`src/rtl/filter_param_pkg.sv`:
```
// Shared widths, FSM state type and exponential cutoff knots for the filter parameter conditioner.
package filter_param_pkg;

  localparam int unsigned POT_W  = 10;
  localparam int unsigned KNOT_N = 9;

  typedef logic [POT_W-1:0] pot_t;

  typedef enum logic [1:0] {
    ST_IDLE,
    ST_SLEW,
    ST_MAP,
    ST_OUT
  } state_e;

  localparam logic [KNOT_N-1:0][POT_W-1:0] EXP_KNOTS = {
    10'd1023, 10'd512, 10'd256, 10'd128, 10'd64, 10'd32, 10'd16, 10'd8, 10'd4
  };

  // Piecewise-linear interpolation between octave knots; top 3 bits pick the segment.
  function automatic pot_t exp_map(input pot_t c);
    logic [3:0]       lo;
    logic [3:0]       hi;
    logic [POT_W-1:0] span;
    logic [16:0]      prod;
    lo   = {1'b0, c[POT_W-1 -: 3]};
    hi   = lo + 4'd1;
    span = EXP_KNOTS[hi] - EXP_KNOTS[lo];
    prod = 17'(span) * 17'(c[6:0]);
    return EXP_KNOTS[lo] + POT_W'(prod >> 7);
  endfunction

endpackage

```
`src/rtl/filter_param_conditioner_pot_slew.sv`:
```
// One pot channel: deadbanded target tracking plus step-limited slew of the current value.
module pot_slew
  import filter_param_pkg::*;
#(
  parameter int unsigned SLEW_STEP = 4,
  parameter int unsigned DEADBAND  = 2
) (
  input  logic             clk,
  input  logic             rst,
  input  logic [POT_W-1:0] raw_i,
  input  logic             slew_en_i,
  output logic [POT_W-1:0] cur_o
);

  localparam int unsigned DW = POT_W + 1;

  logic              first_load_q;
  logic              snap_q;
  pot_t              target_q, target_d;
  pot_t              cur_q, cur_d;
  logic signed [DW-1:0] raw_diff, slew_diff;
  logic [DW-1:0]     raw_mag, slew_mag;

  always_comb begin
    raw_diff  = $signed({1'b0, raw_i}) - $signed({1'b0, target_q});
    raw_mag   = (raw_diff < 0) ? DW'(-raw_diff) : DW'(raw_diff);
    slew_diff = $signed({1'b0, target_q}) - $signed({1'b0, cur_q});
    slew_mag  = (slew_diff < 0) ? DW'(-slew_diff) : DW'(slew_diff);

    target_d = target_q;
    if (first_load_q || (raw_mag > DW'(DEADBAND))) begin
      target_d = raw_i;
    end

    // Step never overshoots: a remaining gap within one step lands exactly on target.
    cur_d = cur_q;
    if (slew_en_i) begin
      if (snap_q || (slew_mag <= DW'(SLEW_STEP))) begin
        cur_d = target_q;
      end else if (slew_diff < 0) begin
        cur_d = cur_q - POT_W'(SLEW_STEP);
      end else begin
        cur_d = cur_q + POT_W'(SLEW_STEP);
      end
    end
  end

  always_ff @(posedge clk or posedge rst) begin
    if (rst) begin
      first_load_q <= 1'b1;
      snap_q       <= 1'b1;
      target_q     <= '0;
      cur_q        <= '0;
    end else begin
      first_load_q <= 1'b0;
      if (slew_en_i) begin
        snap_q <= 1'b0;
      end
      target_q <= target_d;
      cur_q    <= cur_d;
    end
  end

  assign cur_o = cur_q;

endmodule

```
`src/rtl/filter_param_conditioner.sv`:
```
// Conditions cutoff/quality pots for the ladder filter; updates land only on update_strobe_i.
// Optional exponential cutoff map enabled by defining CUTOFF_EXP_MAP_EN.
module filter_param_conditioner
  import filter_param_pkg::*;
#(
  parameter int unsigned SLEW_STEP = 4,
  parameter int unsigned DEADBAND  = 2
) (
  input  logic             clk,
  input  logic             rst,
  input  logic [POT_W-1:0] pot_cutoff_raw_i,
  input  logic [POT_W-1:0] pot_quality_raw_i,
  input  logic             update_strobe_i,
  output logic [POT_W-1:0] pot_cutoff_o,
  output logic [POT_W-1:0] pot_quality_o,
  output logic             params_valid_o,
  output logic             busy_o
);

  state_e state_q, state_d;
  logic   pending_q, pending_d;
  logic   slew_en_c;
  pot_t   cut_cur, qual_cur;
  pot_t   map_c;
  pot_t   cut_q, qual_q;
  logic   valid_q, busy_q;

  pot_slew #(.SLEW_STEP(SLEW_STEP), .DEADBAND(DEADBAND)) u_cutoff (
    .clk       (clk),
    .rst       (rst),
    .raw_i     (pot_cutoff_raw_i),
    .slew_en_i (slew_en_c),
    .cur_o     (cut_cur)
  );

  pot_slew #(.SLEW_STEP(SLEW_STEP), .DEADBAND(DEADBAND)) u_quality (
    .clk       (clk),
    .rst       (rst),
    .raw_i     (pot_quality_raw_i),
    .slew_en_i (slew_en_c),
    .cur_o     (qual_cur)
  );

  // Sequencer; strobes arriving while busy collapse into a single pending update.
  always_comb begin
    state_d   = state_q;
    pending_d = pending_q;
    slew_en_c = 1'b0;
    if ((state_q != ST_IDLE) && update_strobe_i) begin
      pending_d = 1'b1;
    end
    case (state_q)
      ST_IDLE: begin
        if (update_strobe_i || pending_q) begin
          state_d   = ST_SLEW;
          pending_d = 1'b0;
        end
      end
      ST_SLEW: begin
        slew_en_c = 1'b1;
        state_d   = ST_MAP;
      end
      ST_MAP:  state_d = ST_OUT;
      ST_OUT:  state_d = ST_IDLE;
      default: state_d = ST_IDLE;
    endcase
  end

`ifdef CUTOFF_EXP_MAP_EN
  always_comb map_c = exp_map(cut_cur);
`else
  always_comb map_c = cut_cur;
`endif

  always_ff @(posedge clk or posedge rst) begin
    if (rst) begin
      state_q   <= ST_IDLE;
      pending_q <= 1'b0;
      cut_q     <= '0;
      qual_q    <= '0;
      valid_q   <= 1'b0;
      busy_q    <= 1'b0;
    end else begin
      state_q   <= state_d;
      pending_q <= pending_d;
      valid_q   <= (state_q == ST_MAP);
      busy_q    <= (state_d != ST_IDLE);
      if (state_q == ST_MAP) begin
        cut_q  <= map_c;
        qual_q <= qual_cur;
      end
    end
  end

  assign pot_cutoff_o   = cut_q;
  assign pot_quality_o  = qual_q;
  assign params_valid_o = valid_q;
  assign busy_o         = busy_q;

endmodule

```
`config.mk`:
```
export PLATFORM = sky130hd
export DESIGN_NAME = filter_param_conditioner
export DESIGN_NICKNAME = d
export VERILOG_FILES = /design/src/rtl/filter_param_pkg.sv /design/src/rtl/filter_param_conditioner_pot_slew.sv /design/src/rtl/filter_param_conditioner.sv
export SDC_FILE = /design/constraint.sdc
export NUM_CORES = 1
export LEC_CHECK = 0
export ABC_CLOCK_PERIOD_IN_PS = 4100
export BUFFER_PORTS_ARGS = -buffer_cell sky130_fd_sc_hd__buf_2
export CAP_MARGIN = 0
export CORE_MARGIN = 2
export CORE_UTILIZATION = 45
export CTS_BUF_LIST = sky130_fd_sc_hd__clkbuf_4
export CTS_CLUSTER_DIAMETER = 50
export DETAILED_ROUTE_END_ITERATION = 10
export GPL_TIMING_DRIVEN = 0
export PLACE_DENSITY_LB_ADDON = 0.3
export REMOVE_ABC_BUFFERS = 1
export SYNTH_ARGS = -nofsm -noshare
export SYNTH_HDL_FRONTEND = slang
export SYNTH_SLANG_ARGS = --single-unit
export TNS_END_PERCENT = 5
```
`constraint.sdc`:
```
create_clock -name clk -period 4.1 [get_ports clk]
set_input_delay 0.41 -clock clk [delete_from_list [all_inputs] [get_ports clk]]
set_output_delay 0.41 -clock clk [all_outputs]
set_load 0.1 [all_outputs]
```
==> results.md <==
- Synth Area in XOR/XNOR: 0.0470
- DP Wirelength: 12000 um
- MaxCap Viol Count: 0
- Avg Cell Area, Syn: 8.76 um^2
- Hold Crit Class: input pin to flop
- CTS tree: built
- Clock tree buffer depth: 2
- Layout cell share with drive strength beyond 1: 0.196
- Die Span X: 123 um
- Routed vias: 5707
- I/O pins: 45
- Yosys cell types: 71
- DRT Pass-1 Iters: 5
- Top_reg_cell synth: dfrtp_1
- Largest net degree at the start of global routing: 45
- Sum Neg Setup Slack: 0 ns
- Asr flop ratio synth: 1.00
- Skew final: 0.0247 ns
- Port Buffers: 44
- Max-slew headroom: 0.259
- Setup violators final: 0
- Status: completed
- Via-to-Cell Ratio: 5.98
- Placement Setup Slack: -0.352 ns
- Post-synth EDFFs: 0
- Largest stage delay on the critical path: 0.42 ns
- Top cells by area, synth: dfrtp_1 26%, ha_1 12%, mux2_2 8.0%
- Fmax: 251 MHz
- Largest family of logic cells by synthesized area: compound AO/OA/AOI/OAI gates
- Slew @ Worst Pin: 1.11 ns
- CTS root buffer: clkbuf_4
- Critical Path RT: 4.45 ns
- Drt drc: 0
- Yosys top cell by area: dfrtp_1
- Seq/Total Area, Yosys: 0.265
- Synth Area in Adders: 0.137
- Startpoint types: flop
- VDD IR max: 267 uV
- Critical Path AT: 4.34 ns
- Layout filler cell count: 1282
- Power Dens Cells: 847 nW/um^2
- Final WS setup: 0.111 ns
- Slew Limit Fails: 0
- Core box area: 13800 um^2
- P_leak: 0.00317 uW
- GP Congestion: 0.861
- CP max-delay cell: dfrtp_1
- Maximum fanout along the worst path: 7
- Final Non-Filler Cells: 955
- Routed length per instance: 16.6 um
- Skew-Pair Late Insertion Delay: 0.45 ns
- Final Power: 5960 uW
- Area grow syn2layout: 11.2%
- Synthesis warning total: 0
- Starting DRT DRC Count: 248
- Crit. End Element: flop
- Grt ovf: 0
- CP Buf/Inv Count: 2
- Site row count: 43
- Final Hold Fails: 0
- Die footprint: 15000 um^2
- Detail Route Antenna Nets: 0
- CTS buffer count: 9
- Placed cells: 928
- Initial antenna violation count: 1
- Simple-gate share of the synthesized area: 0.172
- CTS sink count: 67
- Mapped Cells: 723
- Period utilization: 0.973
- Vias in the first global route: 5511
- Delay-heaviest family, CP: compound AO/OA/AOI/OAI gates
- FF+latch count, synth: 67
- Nets: 858
- First-pass GRT wire length: 26000 um
- DRT Wirelength: 15900 um
- Synth Area in Compound Gates: 0.228
- Post-synth top area share: 0.257
- RSZ-0062 raised after global routing: true
- Die Ht: 123 um
- Total track usage: 0.216
- Clock transition at the registers of the reported paths: 0.12 ns
- Mux cell area share after synthesis: 0.0942
- Starting Density: 0.458
- Crit Path Class: flop to flop
- Period minus WS final: 3.99 ns
- H-Tree Depth: 3
- Critical-path cell list: inv_1, ha_1, inv_1, fa_1, a211o_1, a21oi_2, a211o_4, ha_1, a21o_1, a21oi_1, o21bai_1, a21oi_1, o21ai_0, xnor2_1, or3_1, a221o_1, o221ai_1
- Synthesized cell area: 6330 um^2
==> where the power goes <==
| group | switching (uW) | internal, uW |
|---|---|---|
| combinational | 2780 | 1600 |
| clock | 268 | 245 |
| sequential | 178 | 892 |
==> cell families after synthesis <==
kind of cell               count (synthesis)
other                                      1
and+or+nand+nor                          203
adders and majority gates                 66
AOI/OAI and AO/OA                        206
buffers and inverters                     92
xor gates and xnor gates                  34
DFF                                       67
muxes                                     54
==> placed cells by master, fill, tap and decap left out, types with 10 or more instances in the layout <==
master | Yosys | routed
a21o_1 | 10 | 10
a21oi_1 | 43 | 41
a31oi_1 | 15 | 14
and3_1 | 10 | 10
buf_2 | 3 | 44
dfrtp_1 | 65 | 64
ha_1 | 60 | 60
inv_1 | 72 | 70
mux2_2 | 45 | 45
nand2_1 | 39 | 39
nand3_1 | 17 | 17
nor2_1 | 43 | 42
nor3_1 | 24 | 24
o21a_1 | 14 | 14
o21ai_0 | 31 | 31
or2_2 | 12 | 12
xnor2_1 | 23 | 23
xor2_1 | 11 | 10
==> worst min-delay path, stage by stage <==
cell,delay (ns)
buf_2,0.09
inv_1,0.06
mux2i_1,0.07
==> layer usage <==
metal / vias to the layer above / share of wire / GRT usage
met5: - / 0 / 0
met4: 0 / 0.026 / 0.0862
met3: 36 / 0.044 / 0.0325
met2: 152 / 0.46 / 0.350
met1: 2735 / 0.47 / 0.288
li1: 2784 / - / -
==> registers in the layout, summed over array words and instances, names as in the netlist <==
signal	flops
busy_o	1
params_valid_o	1
pending_q	1
pot_cutoff_o	10
pot_quality_o	10
state_q	2
u_cutoff.cur_o	10
u_cutoff.snap_q	1
u_cutoff.target_q	10
u_quality.cur_o	10
u_quality.first_load_q	1
u_quality.target_q	10
==> final timing paths <==
check                                                    end  depth (start not counted)                              start  slack (ns)
min                        u_quality.target_q[0]$_DFFE_PP0P_                          3               pot_quality_raw_i[0]        0.23
max in group asynchronous   u_quality.first_load_q$_DFF_PP1_                          4                                rst        2.89
min reg2reg                              pending_q$_DFF_PP0_                          2                pending_q$_DFF_PP0_        0.51
max reg2reg                   u_quality.cur_o[9]$_DFFE_PP0N_                         17  u_quality.target_q[0]$_DFFE_PP0P_        0.11
max                           u_quality.cur_o[9]$_DFFE_PP0N_                         17  u_quality.target_q[0]$_DFFE_PP0P_        0.11
min in group asynchronous     u_quality.cur_o[2]$_DFFE_PP0N_                          3                                rst        0.53
==> Yosys cell counts, types with 10 or more instances <==
library cell,n
dfrtp_1,65
nor2_1,43
o21ai_0,31
or2_2,12
nor3_1,24
inv_1,72
mux2_2,45
a21oi_1,43
nand3_1,17
and3_1,10
a31oi_1,15
xor2_1,11
ha_1,60
a211o_1,10
xnor2_1,23
o21a_1,14
clkbuf_1,16
a21o_1,10
nand2_1,39
==> per-stage QoR <==
stage | cell area (um^2) | hold slack [ns] | utilization
floorplan | 6250 | 0.450 | -
global placement | 6700 | 0.478 | 0.485
detailed placement | 6720 | 0.479 | 0.486
CTS | 6910 | 0.206 | 0.500
global route | 7040 | 0.230 | 0.509
finish | 7040 | 0.231 | 0.509
==> layout make-up <==
cell class | count | area (um^2) | area share
Timing Repair Buffer | 55 | 318 | 0.0451
Tap cell | 180 | 225 | 0.0320
Inverter | 72 | 270 | 0.0384
Clock buffer | 9 | 67.6 | 0.00959
Sequential cell | 67 | 1680 | 0.239
Antenna cell | 1 | 2.50 | 0.000355
Multi-Input combinational cell | 564 | 4390 | 0.623
Clock inverter | 7 | 92.6 | 0.0131
==> what timing repair did <==
| item | CTS | global route |
|---|---|---|
| resized for setup | 6 | 13 |
| hold buffers | 1 | 0 |
| hold endpoints to repair | 16 | 0 |
| pin swaps | 2 | 4 |
| buffers inserted | 0 | 9 |
| endpoints found under the setup margin | 16 | 35 |
(Power assumes the default switching activity.)
